<file path="src/rtl/booth_operand_sequencer.sv">
// booth_operand_sequencer
// Feeds operand pairs from a small FIFO to a Booth multiplier core one job at
// a time, waits a fixed latency, captures the product and offers it on a
// valid/ready output. Everything, including the FIFO pointers, is cleared by
// a synchronous active-low reset.
module booth_operand_sequencer #(
    parameter int SIZE       = 8,
    parameter int FIFO_DEPTH = 4,
    parameter int LATENCY    = SIZE + 2
) (
    input  logic                              clk,
    input  logic                              rst,
    input  logic                              in_valid,
    output logic                              in_ready,
    input  logic [SIZE-1:0]                   in_multiplier,
    input  logic [SIZE-1:0]                   in_multiplicand,
    output logic [SIZE-1:0]                   mul_multiplier,
    output logic [SIZE-1:0]                   mul_multiplicand,
    output logic                              mul_start,
    input  logic [2*SIZE-1:0]                 mul_result,
    output logic                              out_valid,
    input  logic                              out_ready,
    output logic [2*SIZE-1:0]                 out_product,
    output logic                              busy,
    output logic [$clog2(FIFO_DEPTH+1)-1:0]   count
);

    localparam int PW = (FIFO_DEPTH > 1) ? $clog2(FIFO_DEPTH) : 1;
    localparam int CW = $clog2(FIFO_DEPTH + 1);
    localparam int WW = $clog2(LATENCY + 1);
    localparam logic [CW-1:0] DEPTH_C   = CW'(FIFO_DEPTH);
    localparam logic [WW-1:0] WAIT_LOAD = WW'(LATENCY - 1);

    typedef enum logic [1:0] {
        S_IDLE  = 2'd0,
        S_START = 2'd1,
        S_WAIT  = 2'd2,
        S_HOLD  = 2'd3
    } state_t;

    state_t                state_q, state_d;
    logic [CW-1:0]         count_q, count_d;
    logic [PW-1:0]         wr_ptr_q, wr_ptr_d;
    logic [PW-1:0]         rd_ptr_q, rd_ptr_d;
    logic [2*SIZE-1:0]     fifo_mem_q [FIFO_DEPTH];
    logic [2*SIZE-1:0]     fifo_mem_d [FIFO_DEPTH];
    logic [SIZE-1:0]       mul_mplier_q, mul_mplier_d;
    logic [SIZE-1:0]       mul_mcand_q, mul_mcand_d;
    logic [WW-1:0]         wait_cnt_q, wait_cnt_d;
    logic [2*SIZE-1:0]     product_q, product_d;
    logic                  in_ready_s;
    logic                  push_s;
    logic                  pop_s;
    logic                  capture_s;

    // Handshake decode: push on accepted input, pop only when idle with data.
    always_comb begin
        in_ready_s = (count_q < DEPTH_C);
        push_s     = in_valid && in_ready_s;
        pop_s      = (state_q == S_IDLE) && (count_q != {CW{1'b0}});
        capture_s  = (state_q == S_WAIT) && (wait_cnt_q == {WW{1'b0}});
    end

    // Next-state logic of the job sequencer.
    always_comb begin
        state_d = state_q;
        case (state_q)
            S_IDLE: begin
                if (pop_s) begin
                    state_d = S_START;
                end else begin
                    state_d = S_IDLE;
                end
            end
            S_START: state_d = S_WAIT;
            S_WAIT: begin
                if (capture_s) begin
                    state_d = S_HOLD;
                end else begin
                    state_d = S_WAIT;
                end
            end
            S_HOLD: begin
                if (out_ready) begin
                    state_d = S_IDLE;
                end else begin
                    state_d = S_HOLD;
                end
            end
            default: state_d = S_IDLE;
        endcase
    end

    // FIFO storage, pointers and occupancy; a simultaneous push and pop keep count.
    always_comb begin
        fifo_mem_d = fifo_mem_q;
        wr_ptr_d   = wr_ptr_q;
        rd_ptr_d   = rd_ptr_q;
        count_d    = count_q;
        if (push_s) begin
            fifo_mem_d[wr_ptr_q] = {in_multiplier, in_multiplicand};
            wr_ptr_d             = wr_ptr_q + PW'(1);
        end else begin
            wr_ptr_d = wr_ptr_q;
        end
        if (pop_s) begin
            rd_ptr_d = rd_ptr_q + PW'(1);
        end else begin
            rd_ptr_d = rd_ptr_q;
        end
        case ({push_s, pop_s})
            2'b10:   count_d = count_q + CW'(1);
            2'b01:   count_d = count_q - CW'(1);
            default: count_d = count_q;
        endcase
    end

    // Job datapath: operand load on pop, latency countdown, product capture.
    always_comb begin
        mul_mplier_d = mul_mplier_q;
        mul_mcand_d  = mul_mcand_q;
        wait_cnt_d   = wait_cnt_q;
        product_d    = product_q;
        if (pop_s) begin
            {mul_mplier_d, mul_mcand_d} = fifo_mem_q[rd_ptr_q];
        end else begin
            mul_mplier_d = mul_mplier_q;
            mul_mcand_d  = mul_mcand_q;
        end
        case (state_q)
            S_START: wait_cnt_d = WAIT_LOAD;
            S_WAIT: begin
                if (capture_s) begin
                    product_d = mul_result;
                end else begin
                    wait_cnt_d = wait_cnt_q - WW'(1);
                end
            end
            default: wait_cnt_d = wait_cnt_q;
        endcase
    end

    // State and datapath registers with synchronous active-low reset.
    always_ff @(posedge clk) begin
        if (!rst) begin
            state_q      <= S_IDLE;
            count_q      <= {CW{1'b0}};
            wr_ptr_q     <= {PW{1'b0}};
            rd_ptr_q     <= {PW{1'b0}};
            mul_mplier_q <= {SIZE{1'b0}};
            mul_mcand_q  <= {SIZE{1'b0}};
            wait_cnt_q   <= {WW{1'b0}};
            product_q    <= {(2*SIZE){1'b0}};
        end else begin
            state_q      <= state_d;
            count_q      <= count_d;
            wr_ptr_q     <= wr_ptr_d;
            rd_ptr_q     <= rd_ptr_d;
            mul_mplier_q <= mul_mplier_d;
            mul_mcand_q  <= mul_mcand_d;
            wait_cnt_q   <= wait_cnt_d;
            product_q    <= product_d;
        end
    end

    // FIFO array; contents are don't-care while the pointers say empty.
    always_ff @(posedge clk) begin
        fifo_mem_q <= fifo_mem_d;
    end

    // Outputs decoded from registered state only.
    always_comb begin
        in_ready         = in_ready_s;
        mul_multiplier   = mul_mplier_q;
        mul_multiplicand = mul_mcand_q;
        mul_start        = (state_q == S_START);
        out_valid        = (state_q == S_HOLD);
        out_product      = product_q;
        busy             = (state_q != S_IDLE);
        count            = count_q;
    end

endmodule

</file>
<file path="config.mk">
export PLATFORM = sky130hd
export DESIGN_NAME = booth_operand_sequencer
export DESIGN_NICKNAME = d
export VERILOG_FILES = /design/src/rtl/booth_operand_sequencer.sv
export SDC_FILE = /design/constraint.sdc
export NUM_CORES = 1
export LEC_CHECK = 0
export ABC_AREA = 1
export BUFFER_PORTS_ARGS = -buffer_cell sky130_fd_sc_hd__buf_2
export CAP_MARGIN = 40
export CORE_MARGIN = 5
export CORE_UTILIZATION = 45
export DETAILED_ROUTE_END_ITERATION = 10
export GPL_TIMING_DRIVEN = 0
export MAX_ROUTING_LAYER = met4
export PLACE_DENSITY_LB_ADDON = 0.1
export SLEW_MARGIN = 40
export SYNTH_ARGS = -nofsm -noshare
export SYNTH_HDL_FRONTEND = slang
export SYNTH_SLANG_ARGS = --single-unit
</file>
<file path="constraint.sdc">
create_clock -name clk -period 2 [get_ports clk]
set_input_delay 0.2 -clock clk [delete_from_list [all_inputs] [get_ports clk]]
set_output_delay 0.2 -clock clk [all_outputs]
set_load 0.1 [all_outputs]
</file>
==> results by group <==
Final layout
  • Nets: about 560
  • # diodes: 0
  • Area delta synth->final: 18.2%
  • Commonest non-fill, non-tap cell in the layout: nor2_1
  • Most frequent cells in the layout: nor2_1 (133), buf_2 (80), edfxtp_1 (64)
  • Share of post-route cells with drive strength above 1: ~25%
  • Final Util: 55.1%

Global route
  • First-pass GRT wire length: 14400 µm
  • Pin count of the biggest net entering global routing: 19
  • Initial antenna violation count: 0
  • GRT Total Usage: 16.4%
  • Grt ovf: 0
  • Vias in the first global route: roughly 2800

Timing
  • Fmax achieved: about 540 MHz
  • Crit path time final: around 1800 ps
  • Max-slew violation count: 0
  • Fin crit share: 91.9%
  • Worst-Margin Slew: 554 ps
  • Final hold vios: 0
  • Clock Skews: between 10 and 15 ps
  • Slew margin rel.: a little over three fifths
  • Final setup violating endpoints: 0
  • Final worst slack: around 160 ps

Setup path
  • Slowest cell on the critical path: dfxtp_4
  • WP buf/inv: 3
  • Largest stage delay on the critical path: around 370 ps
  • Crit-path max FO: 9
  • CP Capture Type: flop
  • Worst Path Required: approximately 2300 ps
  • Critical path, cell by cell: clkinvlp_4 -> nand2_2 -> ha_4 -> inv_2 -> fa_2 -> inv_1 -> nand2_1 -> nand3_1 -> o21ai_1 -> a21oi_1
  • WP data arrival: 2140 ps
  • Top delay family on crit path: adder cells
  • Critical path type: flop to flop
  • Critical path origin: count[2]
  • RR Startpoint: count[2]
  • CP Launch Type: flop

Route
  • DRT antenna net count: 0
  • Vias: ~3000
  • Vias per cell: 4.70
  • Routed WL: 9170 µm
  • WL per Instance: between 10 and 15 µm
  • Initial DRC count: 143
  • DRT Pass-1 Iters: 4
  • Drt drc: 0

Clock tree
  • TritonCTS clock tree: yes
  • Hold Buf Count CTS: 0
  • Clk_lat worst skew: 370 ps
  • TritonCTS Buffers: 9
  • Clk slew on worst S/H paths: ~100 ps
  • CTS H-Tree Depth: 3
  • CTS sink cnt: around 110
  • Clock root cell: clkbuf_8
  • Longest Clk Path Bufs: 2

Die
  • DIE HEIGHT: 108 µm
  • Initial Utilization: roughly 47%
  • Overall die area: 11700 µm²
  • Die Width: approximately 110 µm
  • Io pins: 75
  • Core area: 9330 µm²
  • Rows: 35

Run
  • Maxcap violations: 0

Synth
  • Syn avg cell area: just over 10 µm²
  • Flops & latches, synth: about 110
  • Post-synthesis instance total: around 430
  • Sequential-to-total area share from yosys stat: between 60% and 70%
  • Yosys cell types: 26
  • Mapped Area: between 4000 and 5000 µm²
  • Warnings, synthesis: 0
  • Mapped Nets: roughly 470

Placed design
  • GP Congestion: approximately 0.81
  • IO Port Bufs: between 70 and 80
  • Pre-CTS setup slack: 21.0 ps
  • Final HPWL DP: just over 6000 µm

Min path
  • Min-delay worst type: primary input to flop
  • Hold_sp: out_ready

Outcome
  • Outcome: finished, final reports clean
-- final cells by class --
cell class	count	area, µm²
fillers	864	4190
well taps	129	161
inverters	25	103
repair buffers	74	373
flip-flops and latches	109	2830
plain buffers	18	118
clock buffers	9	124
clock inverters	7	73.8
multi-input cells	276	1360
-- per-layer routing --
| layer | share of wire [%] | track usage (%) | up-vias |
|---|---|---|---|
| li1 | - | - | 1587 |
| met1 | 49 | 21.7 | 1376 |
| met2 | 45 | 26.0 | 71 |
| met3 | 5.0 | 2.93 | 9 |
| met4 | 1.0 | 4.87 | 0 |
| met5 | 0 | - | - |
-- worst paths after layout --
path,endpoint,slack [ps],cells past startpoint
min,state_q[1],50,2
max,count[2],160,10
max reg2reg,count[2],160,10
min reg2reg,wait_cnt_q[1],490,2
-- worst register-to-register path: cells and delay by family, from the launching register on --
| family | cells | cell delay, ps |
|---|---|---|
| flops | 1 | 370 |
| buf+inv | 3 | 240 |
| compound gates | 2 | 180 |
| simple gates | 3 | 440 |
| fa+ha+maj | 2 | 540 |
-- sequential cells by signal, summed over array words and instances, names as in the netlist --
name and count:
wait_cnt_q 4, out_product 16, mul_multiplicand 8, rd_ptr_q 2, fifo_mem_q 64, wr_ptr_q 2
state_q 2, mul_multiplier 8, count 3
-- per-stage QoR --
stage	instance area [µm²]	instances	hold slack, ps	setup TNS (ps)
5_1_grt	5140	647	33.5	-4.23
3_5_place_dp	4930	631	416	0
3_3_place_gp	4900	631	410	-20560
6_report	5140	647	45.8	0
2_1_floorplan	4380	429	299	-20570
4_1_cts	5130	647	31.7	0
-- logic make-up (layout without fill, tap and decap cells) --
group	after synthesis	after routing	synth area share, %
XOR/XNOR	1	1	0.202
flip-flops	109	109	64.9
AO/OA/AOI/OAI	85	85	9.84
adder cells (fa/ha/maj)	8	8	2.48
AND/OR/NAND/NOR	182	182	17.4
buffers and inverters	44	133	5.18
-- synth_stat cells (all sizes together) --
cell type / instances / area share (%)
clkbuf: 3 / 0.26
nand3: 6 / 0.98
or2: 1 / 0.14
a211oi: 1 / 0.17
edfxtp: 64 / 44
a21oi: 12 / 1.4
dfxtp: 45 / 21
fa: 1 / 0.46
nor2: 140 / 13
nand2: 35 / 3.4
xor2: 1 / 0.20
o21ai: 72 / 8.3
buf: 16 / 2.7
inv: 25 / 2.2
ha: 7 / 2.0
-- what timing repair did --
item	CTS	global route
buffers inserted	0	1
gates resized for setup	0	3
setup endpoints to repair	0	1
Power is left out: the tool's default activity adds up to more than one toggle a clock period on the data nets, which glitch-free logic cannot reach.
